==> src/rtl/plru_state_array.sv <==
// plru_state_array: per-set tree pseudo-LRU state store for an N-way cache.
// Holds WAYS-1 heap-indexed tree bits per set. The victim way is derived
// combinationally from the captured lookup, with invalid ways preferred.
// Hits/fills apply the tree touch. A multi-cycle sweep clears every set.
module plru_state_array #(
   parameter  int S_INDEX  = 4,
   parameter  int WAYS     = 4,
   localparam int NUM_SETS = 2**S_INDEX,
   localparam int W_IDX    = $clog2(WAYS)
) (
   input  logic               clk0,
   input  logic               rst0_n,
   input  logic               rd_en,
   input  logic [S_INDEX-1:0] rd_set,
   input  logic [WAYS-1:0]    rd_valid,
   output logic               rd_resp,
   output logic [W_IDX-1:0]   rd_victim,
   output logic [WAYS-2:0]    rd_state,
   input  logic               upd_en,
   input  logic [S_INDEX-1:0] upd_set,
   input  logic [W_IDX-1:0]   upd_way,
   input  logic               flush_req,
   output logic               busy
);

   typedef enum logic {IDLE, FLUSH} fsm_t;

   fsm_t               state;
   fsm_t               state_next;
   logic [S_INDEX-1:0] counter;
   logic [WAYS-2:0]    plru_mem [NUM_SETS];
   logic [S_INDEX-1:0] rd_set_reg;
   logic [WAYS-1:0]    rd_valid_reg;
   logic               accept;

   // Point every node on the path of 'way' away from it; off-path nodes keep their bits.
   function automatic logic [WAYS-2:0] touch(input logic [WAYS-2:0] st,
                                              input logic [W_IDX-1:0] way);
      logic [WAYS-2:0] res;
      int              node;
      res  = st;
      node = 0;
      for (int lvl = 0; lvl < W_IDX; lvl++) begin
         if (way[W_IDX-1-lvl]) begin
            res[node] = 1'b0;
            node      = 2*node + 2;
         end else begin
            res[node] = 1'b1;
            node      = 2*node + 1;
         end
      end
      return res;
   endfunction

   // Follow the tree bits from the root: 0 = lower half, 1 = upper half.
   function automatic logic [W_IDX-1:0] tree_victim(input logic [WAYS-2:0] st);
      logic [W_IDX-1:0] way;
      int               node;
      way  = '0;
      node = 0;
      for (int lvl = 0; lvl < W_IDX; lvl++) begin
         way[W_IDX-1-lvl] = st[node];
         if (st[node]) node = 2*node + 2;
         else          node = 2*node + 1;
      end
      return way;
   endfunction

   // Lowest-index way whose valid bit is clear (only meaningful when one exists).
   function automatic logic [W_IDX-1:0] first_invalid(input logic [WAYS-1:0] v);
      logic [W_IDX-1:0] way;
      way = '0;
      for (int i = WAYS-1; i >= 0; i--) begin
         if (!v[i]) way = W_IDX'(i);
      end
      return way;
   endfunction

   // Requests are dropped while sweeping and in the cycle a sweep is accepted.
   assign accept = (state == IDLE) && !flush_req;
   assign busy   = (state == FLUSH);

   // FSM state register.
   always_ff @(posedge clk0 or negedge rst0_n) begin
      if (!rst0_n) state <= IDLE;
      else         state <= state_next;
   end

   // FSM next state: IDLE -> FLUSH on flush_req, back after the last set is cleared.
   always_comb begin
      state_next = state;
      case (state)
         IDLE:    if (flush_req) state_next = FLUSH;
         FLUSH:   if (counter == S_INDEX'(NUM_SETS-1)) state_next = IDLE;
         default: state_next = IDLE;
      endcase
   end

   // Sweep pointer: held at zero in IDLE so each sweep starts at set 0.
   always_ff @(posedge clk0 or negedge rst0_n) begin
      if (!rst0_n)            counter <= '0;
      else if (state == IDLE) counter <= '0;
      else                    counter <= counter + 1'b1;
   end

   // State array: sweep clears one set per cycle, otherwise accepted touches update.
   always_ff @(posedge clk0 or negedge rst0_n) begin
      if (!rst0_n) begin
         for (int i = 0; i < NUM_SETS; i++) plru_mem[i] <= '0;
      end else if (state == FLUSH) begin
         plru_mem[counter] <= '0;
      end else if (accept && upd_en) begin
         plru_mem[upd_set] <= touch(plru_mem[upd_set], upd_way);
      end
   end

   // Lookup capture; outputs then read the live array so same-edge writes are seen.
   always_ff @(posedge clk0 or negedge rst0_n) begin
      if (!rst0_n) begin
         rd_resp      <= 1'b0;
         rd_set_reg   <= '0;
         rd_valid_reg <= '1;
      end else begin
         rd_resp <= accept && rd_en;
         if (accept && rd_en) begin
            rd_set_reg   <= rd_set;
            rd_valid_reg <= rd_valid;
         end
      end
   end

   // Victim selection: invalid ways win over the tree walk.
   always_comb begin
      rd_state  = plru_mem[rd_set_reg];
      rd_victim = tree_victim(rd_state);
      if (rd_valid_reg != '1) rd_victim = first_invalid(rd_valid_reg);
   end

endmodule

==> config.mk <==
export PLATFORM = sky130hd
export DESIGN_NAME = plru_state_array
export DESIGN_NICKNAME = d
export VERILOG_FILES = /design/src/rtl/plru_state_array.sv
export SDC_FILE = /design/constraint.sdc
export NUM_CORES = 1
export LEC_CHECK = 0
export CORE_ASPECT_RATIO = 0.75
export CORE_MARGIN = 4
export CORE_UTILIZATION = 63
export DETAILED_ROUTE_END_ITERATION = 7
export PLACE_DENSITY = 0.92
export SLEW_MARGIN = 10
export SYNTH_ARGS = -nofsm -noshare
export SYNTH_HDL_FRONTEND = slang
export SYNTH_SLANG_ARGS = --single-unit
==> constraint.sdc <==
create_clock -name clk0 -period 5.2 [get_ports clk0]
set_input_delay 0.78 -clock clk0 [delete_from_list [all_inputs] [get_ports clk0]]
set_output_delay 0.78 -clock clk0 [all_outputs]
set_load 0.1 [all_outputs]
==> results.json <==
{
  "fillers": 340,
  "hp-class": "reg -> reg",
  "avgSynthCellArea_um2": 11.0,
  "grt.total_usage_pct": 28.0,
  "syn_nets": 331,
  "wire_per_inst_um": 21.0,
  "postCtsSetupBuffers": 0,
  "synthXorXnorAreaFrac_pct": 0.517,
  "grt_overflow": 0,
  "synth_top_flop_cell": "dfrtp_1",
  "yosysWarnings": 0,
  "synth_compound_area_share_pct": 13.1,
  "hold_buffers": 0,
  "critical_path_class": "reg -> out",
  "final_util_pct": 75.3,
  "use_met2_pct": 42.8,
  "cts_inserted_buffers": 9,
  "clk_pin_slew_ns": 0.06,
  "firstDrtPassIters": 5,
  "cts_buffer_depth": 2,
  "cts.repair.resized": 0,
  "root_buffer": "clkbuf_8",
  "period_needed_ns": 4.29,
  "cap_violations": 0,
  "clkLatencyLatePin_ns": 0.34,
  "synthCells": 308,
  "top_usage_layer": "met2",
  "htree_levels": 3,
  "synth-edff-count": 0,
  "finalWirelength_um": 8600,
  "grt_pass1_vias": 2627,
  "num_vias": 2761,
  "port_buffers": 25,
  "synth_cell_types": 42,
  "grt_max_degree": 63,
  "hold_viol": 0,
  "cts_tree": "done",
  "period_share_pct": 82.5,
  "setup_viol": 0,
  "fp.dieH_um": 71.5,
  "drc": 0,
  "setup_tns_ns": 0,
  "slew_viol_final": 0,
  "ir_drop_uv": 262,
  "synth_seq_cells": 62,
  "status": "finished clean",
  "skew_ns": 0.00537,
  "die-area_um2": 6630,
  "clock_sinks": 62,
  "antenna_left": 0,
  "die_w_um": 92.7,
  "rsz0062_at_grt": "false",
  "cp_slowest_cell": "clkdlybuf4s50_1",
  "gp_congestion": 0.941,
  "syn_to_final_growth_pct": 12.0,
  "netlist_area_um2": 3390,
  "crit_chain": "mux4_1 > a22oi_2 > nand3_2 > and3b_1 > a311o_1 > clkdlybuf4s50_1",
  "worst_slack_ns": 0.909,
  "grt_pass1_wl_um": 13900,
  "largest_reg_flops": 48,
  "grtUsageMet1_pct": 38.3,
  "async_flop_share_pct": 100,
  "diodes": 0,
  "synth.area.mux_share_pct": 19.5,
  "final_common_cell": "dfrtp_1",
  "critPathMaxFanout": 15,
  "layout_common_cells": "58 x dfrtp_1, 52 x nand2_1, 36 x o21ai_0",
  "tightestPinTransition_ns": 0.979,
  "core_um2": 5040,
  "met3_usage_pct": 9.65,
  "power_leakage_nw": 1.63,
  "synth_top_family_by_area": "multiplexers",
  "cp.arrival_ns": 3.51,
  "nets": 355,
  "place_worst_setup_slack_ns": 1.27,
  "timing.slew.headroom_pct": 34.5,
  "synth_adder_area_share_pct": 1.48,
  "cp-start-kind": "register",
  "cellPowerDensity_nw_per_um2": 424,
  "drive_gt1_share_pct": 14.2,
  "std_cell_rows": 22,
  "fmax_mhz": 233,
  "initial_core_util_pct": 67.3,
  "drt_iter0_drc": 342,
  "synth-simple-area-share_pct": 15.8,
  "end_kind": "output port",
  "via_per_inst": 6.75,
  "critPathMaxStageDelay_ns": 0.97,
  "ioPinCount": 26,
  "synth-seq-area-share_pct": 45.9,
  "top_register": "plru_mem",
  "worstPathRequired_ns": 4.42,
  "antenna_found_initial": 0,
  "dp_hpwl_um": 6150
}
logic make-up (layout without fill, tap and decap cells):
kind of cell / Yosys count / count (layout)
muxes: 37 / 37
xor gates and xnor gates: 2 / 2
and+or+nand+nor: 115 / 115
buffers and inverters: 19 / 48
DFF: 62 / 62
AOI/OAI and AO/OA: 69 / 69
adders and majority gates: 4 / 4
final cells by class:
type / count / area (um^2) / area share [%]
multi-input cells: 227 / 1710 / 45.0
flip-flops and latches: 62 / 1560 / 41.0
repair buffers: 27 / 260 / 6.86
clock buffers: 15 / 156 / 4.12
well taps: 72 / 90.1 / 2.37
inverters: 5 / 18.8 / 0.495
clock inverters: 1 / 5.00 / 0.132
final timing paths:
kind | start | to | slack, ns | depth (start not counted)
worst min-delay path | plru_mem[6] | plru_mem[6] | 0.49 | 2
min in group asynchronous | rst0_n | plru_mem[22] | 0.58 | 2
max in group asynchronous | rst0_n | plru_mem[11] | 4.08 | 2
worst max-delay path | rd_set_reg[0] | rd_victim[0] | 0.91 | 6
worst min register to register | plru_mem[6] | plru_mem[6] | 0.49 | 2
worst max register to register | plru_mem[2] | plru_mem[32] | 2.84 | 5
synthesized netlist by cell type (2+ instances only):
cell type / count / area (um^2)
o21ai_2: 11 / 96.3
inv_1: 4 / 15.0
clkbuf_1: 4 / 15.0
buf_6: 3 / 33.8
mux2i_1: 9 / 90.1
dfstp_2: 4 / 105
nand2_1: 52 / 195
and3_1: 4 / 25.0
ha_1: 4 / 50.1
mux2_2: 9 / 101
nor2_1: 12 / 45.0
nand2b_1: 2 / 12.5
o21ai_0: 36 / 180
a221oi_1: 3 / 26.3
and2b_2: 2 / 17.5
dfrtp_1: 58 / 1450
nor3_1: 3 / 15.0
nand3_1: 30 / 150
mux4_2: 5 / 113
mux4_1: 13 / 342
nor3b_1: 6 / 45.0
a31oi_1: 2 / 12.5
buf_4: 2 / 15.0
a22oi_1: 9 / 67.6
a21oi_1: 2 / 10.0
clkbuf_8: 2 / 27.5
o31ai_1: 2 / 15.0
metrics by stage:
step / instances / hold WS [ns] / power [mW] / instance area, um^2
after floorplan: 308 / 0.442 / 1.10 / 3390
after global routing: 409 / 0.503 / 1.68 / 3790
after CTS: 409 / 0.491 / 1.60 / 3790
after detailed placement: 393 / 0.476 / 1.24 / 3630
after global placement: 393 / 0.463 / 1.22 / 3630
final: 409 / 0.495 / 1.61 / 3790
critical path, delay by kind of cell (launching register included):
| kind | cells | cell delay, ns |
|---|---|---|
| AND/OR/NAND/NOR | 2 | 0.25 |
| flip-flops | 1 | 0.76 |
| AO/OA/AOI/OAI | 2 | 0.52 |
| buffers and inverters | 1 | 0.97 |
| multiplexers | 1 | 0.66 |
report_power, final:
| group | total [mW] | leakage, nW | switching (mW) | internal (mW) |
|---|---|---|---|---|
| Sequential | 0.687 | 0.831 | 0.122 | 0.565 |
| Clock | 0.362 | 0.0817 | 0.175 | 0.186 |
| Combinational | 0.559 | 0.717 | 0.353 | 0.206 |
metal layers:
metal	vias to the layer above	part of all wire [%]
li1	1199	-
met1	1357	40
met2	189	46
met3	16	13
met4	0	0.94
met5	-	0
No activity file was read; power rests on OpenSTA's default activity.
